[src/rtl/bus_arbiter.sv]
// Two-master (instruction m0 / data m1) to single-slave bus arbiter with a 3-state IDLE/BUSY/DONE FSM.
// Define ARB_ROUND_ROBIN_EN for round-robin contention resolution; the default is fixed priority (m1 wins).
module bus_arbiter #(
  parameter int ADDR_W = 32,
  parameter int DATA_W = 32
) (
  input  logic              clk,
  input  logic              rst_n,
  input  logic              m0_breq,
  input  logic              m0_bstart,
  input  logic              m0_ttype,
  input  logic [1:0]        m0_tsize,
  input  logic [ADDR_W-1:0] m0_addr,
  input  logic [DATA_W-1:0] m0_wdata,
  output logic [DATA_W-1:0] m0_rdata,
  output logic              m0_bdone,
  input  logic              m1_breq,
  input  logic              m1_bstart,
  input  logic              m1_ttype,
  input  logic [1:0]        m1_tsize,
  input  logic [ADDR_W-1:0] m1_addr,
  input  logic [DATA_W-1:0] m1_wdata,
  output logic [DATA_W-1:0] m1_rdata,
  output logic              m1_bdone,
  output logic              s_breq,
  output logic              s_bstart,
  output logic              s_ttype,
  output logic [1:0]        s_tsize,
  output logic [ADDR_W-1:0] s_addr,
  output logic [DATA_W-1:0] s_wdata,
  input  logic [DATA_W-1:0] s_rdata,
  input  logic              s_bdone,
  output logic [1:0]        gnt
);

  typedef enum logic [1:0] {
    IDLE = 2'd0,
    BUSY = 2'd1,
    DONE = 2'd2
  } state_e;

  state_e            state_q;
  logic              owner_q;
  logic [1:0]        gnt_q;
  logic              s_breq_q;
  logic              s_bstart_q;
  logic              ttype_q;
  logic [1:0]        tsize_q;
  logic [ADDR_W-1:0] addr_q;
  logic [DATA_W-1:0] wdata_q;
  logic [DATA_W-1:0] m0_rdata_q;
  logic [DATA_W-1:0] m1_rdata_q;
  logic              m0_bdone_q;
  logic              m1_bdone_q;

  logic req0;
  logic req1;
  logic owner_d;

  assign req0 = m0_breq & m0_bstart;
  assign req1 = m1_breq & m1_bstart;

`ifdef ARB_ROUND_ROBIN_EN
  logic last_q;
  // Under contention the master that did not hold the previous grant wins.
  assign owner_d = req1 & (~req0 | ~last_q);
`else
  assign owner_d = req1;
`endif

  always_ff @(posedge clk or negedge rst_n) begin
    if (!rst_n) begin
      state_q    <= IDLE;
      owner_q    <= 1'b0;
      gnt_q      <= 2'b00;
      s_breq_q   <= 1'b0;
      s_bstart_q <= 1'b0;
      ttype_q    <= 1'b0;
      tsize_q    <= 2'b00;
      addr_q     <= '0;
      wdata_q    <= '0;
      m0_rdata_q <= '0;
      m1_rdata_q <= '0;
      m0_bdone_q <= 1'b0;
      m1_bdone_q <= 1'b0;
`ifdef ARB_ROUND_ROBIN_EN
      last_q     <= 1'b1;
`endif
    end else begin
      case (state_q)
        IDLE: begin
          m0_bdone_q <= 1'b0;
          m1_bdone_q <= 1'b0;
          if (req0 | req1) begin
            state_q    <= BUSY;
            owner_q    <= owner_d;
            gnt_q      <= owner_d ? 2'b10 : 2'b01;
            s_breq_q   <= 1'b1;
            s_bstart_q <= 1'b1;
            ttype_q    <= owner_d ? m1_ttype : m0_ttype;
            tsize_q    <= owner_d ? m1_tsize : m0_tsize;
            addr_q     <= owner_d ? m1_addr  : m0_addr;
            wdata_q    <= owner_d ? m1_wdata : m0_wdata;
`ifdef ARB_ROUND_ROBIN_EN
            last_q     <= owner_d;
`endif
          end
        end
        BUSY: begin
          // Master inputs are deliberately not looked at here; only the slave can end the transfer.
          s_bstart_q <= 1'b0;
          if (s_bdone) begin
            state_q  <= DONE;
            s_breq_q <= 1'b0;
            if (owner_q) begin
              m1_rdata_q <= s_rdata;
              m1_bdone_q <= 1'b1;
            end else begin
              m0_rdata_q <= s_rdata;
              m0_bdone_q <= 1'b1;
            end
          end
        end
        DONE: begin
          state_q    <= IDLE;
          gnt_q      <= 2'b00;
          m0_bdone_q <= 1'b0;
          m1_bdone_q <= 1'b0;
        end
        default: begin
          state_q <= IDLE;
        end
      endcase
    end
  end

  assign gnt      = gnt_q;
  assign s_breq   = s_breq_q;
  assign s_bstart = s_bstart_q;
  assign s_ttype  = ttype_q;
  assign s_tsize  = tsize_q;
  assign s_addr   = addr_q;
  assign s_wdata  = wdata_q;
  assign m0_rdata = m0_rdata_q;
  assign m1_rdata = m1_rdata_q;
  assign m0_bdone = m0_bdone_q;
  assign m1_bdone = m1_bdone_q;

endmodule

[config.mk]
export PLATFORM = sky130hd
export DESIGN_NAME = bus_arbiter
export DESIGN_NICKNAME = d
export VERILOG_FILES = /design/src/rtl/bus_arbiter.sv
export SDC_FILE = /design/constraint.sdc
export NUM_CORES = 1
export LEC_CHECK = 0
export ABC_AREA = 1
export BUFFER_PORTS_ARGS = -buffer_cell sky130_fd_sc_hd__buf_2
export CORE_UTILIZATION = 41
export CTS_CLUSTER_DIAMETER = 40
export DETAILED_ROUTE_END_ITERATION = 12
export GPL_TIMING_DRIVEN = 0
export MAX_ROUTING_LAYER = met4
export PLACE_DENSITY = 0.85
export SLEW_MARGIN = 20
export SYNTH_ARGS = -nofsm -noshare
export SYNTH_HDL_FRONTEND = slang
export SYNTH_SLANG_ARGS = --single-unit
export TNS_END_PERCENT = 50
[constraint.sdc]
create_clock -name clk -period 1.08 [get_ports clk]
set_clock_uncertainty 0.05 [all_clocks]
set_input_delay 0.108 -clock clk [delete_from_list [all_inputs] [get_ports clk]]
set_output_delay 0.108 -clock clk [all_outputs]
set_load 0.05 [all_outputs]
==> flow_metrics.env <==
export IMPL_status="finished with violations"
export IMPL_violations="setup timing"
export IMPL_die_area_um2=16200
export IMPL_fp_coreArea_um2=15300
export IMPL_antenna_found_initial=0
export IMPL_p_per_area_nw_per_um2=3060
export IMPL_grt_pass1_vias=8289
export IMPL_cts_buffers=17
export IMPL_cp_top_family="buffers and inverters"
export IMPL_fin_crit_ns=1.51
export IMPL_tightest_slew_ns=0.518
export IMPL_drt_iter0_markers=853
export IMPL_ys_seq_area_share_pct=54.6
export IMPL_r2r_start="state_q[1]"
export IMPL_grt_ovfl_total=0
export IMPL_viasPerCell=5.73
export IMPL_setup_tns_final_ns=-42.22
export IMPL_avgRoutedWirePerCell_um=21.1
export IMPL_slew_headroom_pct=65.5
export IMPL_startpoint="state_q[1]"
export IMPL_fmax_ghz=0.661
export IMPL_crit_buf_inv=3
export IMPL_clk_pin_slew_ns=0.07
export IMPL_place_congestion=0.886
export IMPL_worst_slack_ns=-0.433
export IMPL_layout_commonest_cell="nand2_1"
export IMPL_postRouteAntennaNets=0
export IMPL_initial_core_util_pct=42.0
export IMPL_whs_ns=0.00819
export IMPL_final_cell_mix="nand2_1 (290), buf_2 (231), dlygate4sd3_1 (146)"
export IMPL_synthCells=791
export IMPL_io_pins=310
export IMPL_clockBufferDepth=2
export IMPL_leakagePower_uw=0.00643
export IMPL_drtPass1Iterations=9
export IMPL_clock_sinks=140
export IMPL_grt_pass1_wl_mm=41.5
export IMPL_ff2ff_path_depth=5
export IMPL_cp_depth=5
export IMPL_drive_gt1_share_pct=40.3
export IMPL_postSynthAreaPerCell_um2=8.11
export IMPL_ys_types=19
export IMPL_hold_path_class="primary input to flop"
export IMPL_critPathLaunchType="flop"
export IMPL_worstHoldStart="m0_wdata[21]"
export IMPL_cts_root_buf="clkbuf_16"
export IMPL_max_vdd_ir_drop_v=0.00154
export IMPL_cts_htree_levels=4
export IMPL_worstPathRequired_ns=1.32
export IMPL_drc=0
export IMPL_fill_cells=811
export IMPL_grt_max_degree=85
export IMPL_ys_ff_latch=140
export IMPL_cap_viol_max_count=0
export IMPL_antenna_cells=0
export IMPL_endpoint_kind="flop"
export IMPL_area_growth_syn_to_layout_pct=85.1
export IMPL_dpl_hpwl_mm=15.0
export IMPL_crit_slowest_cell="dfrtp_1"
export IMPL_fp_dieW_um=127
export IMPL_yosys_warnings=0
export IMPL_hold_viol_final=0
export IMPL_die_h_um=127
export IMPL_maxSlewViolCount=0
export IMPL_crit_fanout=10
export IMPL_crit_type="flop to flop"
export IMPL_vias=8800
export IMPL_crit_chain="inv_2 > nand4_1 > buf_6 > buf_4 > o21ai_1"
export IMPL_min_path_cells=5
export IMPL_place_port_buffers=307
export IMPL_layout_nets=1486
export IMPL_num_rows=45
export IMPL_synth_fp_nets=964
export IMPL_clk_latency_ns=0.41
export IMPL_reg2reg_setup_slack_ns=-0.43
export IMPL_critPathArrivalTime_ns=1.76
export IMPL_rsz0062_at_grt="yes"
export IMPL_netlist_area_um2=6410
export IMPL_critPathMaxStageDelay_ns=0.41
export IMPL_cts_tree="built"
export IMPL_track_usage_pct=34.3
export IMPL_setup_viol=276
export IMPL_fin_crit_sh_pct=140
export IMPL_wl_mm=32.4
-- per-stage QoR --
| step | instances | setup slack, ns | power, uW | utilization [%] | cell area [um^2] |
|---|---|---|---|---|---|
| final | 1537 | -0.433 | 36300 | 77.8 | 11900 |
| after global placement | 1309 | -2.31 | 23800 | 54.0 | 8240 |
| after CTS | 1501 | -0.201 | 31100 | 70.0 | 10700 |
| after floorplan | 791 | -0.0962 | 20100 | - | 6440 |
| after detailed placement | 1310 | -0.511 | 24200 | 54.3 | 8280 |
| after global routing | 1537 | -0.527 | 37400 | 77.8 | 11900 |
-- sequential cells by signal, indices dropped and copies added, names as in the netlist --
| name | count |
|---|---|
| state_q | 2 |
| owner_q | 1 |
| s_tsize | 2 |
| m1_bdone | 1 |
| s_ttype | 1 |
| s_addr | 32 |
| m1_rdata | 32 |
| m0_bdone | 1 |
| s_breq | 1 |
| s_bstart | 1 |
| s_wdata | 32 |
| m0_rdata | 32 |
| gnt | 2 |
-- power breakdown --
group	internal, uW	switching [uW]
sequential	7560	2100
clock	3300	2430
combinational	7140	13800
-- final timing paths --
path                                end
max                        m1_rdata[15]
min                         s_wdata[21]
max reg2reg                m1_rdata[15]
min reg2reg                    m0_bdone
max in group asynchronous    state_q[0]
min in group asynchronous  m1_rdata[11]
-- worst register-to-register path, cell delays in order, from the launching register on --
cell	delay, ns
dfrtp_1	0.41
inv_2	0.10
nand4_1	0.15
buf_6	0.19
buf_4	0.18
o21ai_1	0.31
-- per-layer routing --
| metal | vias to the layer above | track usage, % | wire [um] |
|---|---|---|---|
| li1 | 3569 | - | - |
| met1 | 4075 | 36.2 | 10600 |
| met2 | 855 | 55.8 | 15300 |
| met3 | 301 | 8.08 | 3780 |
| met4 | 0 | 26.5 | 2770 |
| met5 | - | - | 0 |
-- synth_stat cells --
cell type	instances	area share [%]
buf_1	2	0.12
buf_2	22	1.7
buf_4	10	1.2
buf_6	5	0.88
clkbuf_1	19	1.1
dfrtp_1	140	55
inv_1	34	2.0
inv_2	1	0.058
nand2_1	345	20
nand2_2	3	0.29
nand2_4	1	0.18
nand3_1	137	11
nand4_1	2	0.20
nor2_1	2	0.12
nor2_2	1	0.098
o21ai_0	9	0.70
o21ai_1	34	2.7
o21ai_2	23	3.1
or2_2	1	0.098
-- logic make-up (layout without fill, tap and decap cells) --
family / Yosys count / after routing / share of synthesized area, %
compound gates: 66 / 66 / 6.49
buf+inv: 93 / 627 / 7.04
simple gates: 492 / 493 / 31.9
flops: 140 / 140 / 54.6
-- timing repair --
item / 4_1_cts / 5_1_grt
hold buffers: 146 / 0
buffers inserted: 8 / 31
setup endpoints to repair: 276 / 360
hold endpoints to repair: 187 / 0
pin swaps: 4 / 6
cloned: 5 / 5
gates resized for setup: 81 / 334
-- final cells by class --
| cell class | instances | area, um^2 | share of cell area (%) |
|---|---|---|---|
| Timing Repair Buffer | 502 | 4070 | 34.2 |
| Multi-Input combinational cell | 559 | 2820 | 23.7 |
| Buffer | 58 | 522 | 4.39 |
| Sequential cell | 140 | 3500 | 29.5 |
| Clock inverter | 13 | 116 | 0.980 |
| Tap cell | 211 | 264 | 2.22 |
| Clock buffer | 19 | 453 | 3.81 |
| Inverter | 35 | 134 | 1.13 |
(Power assumes the default switching activity.)
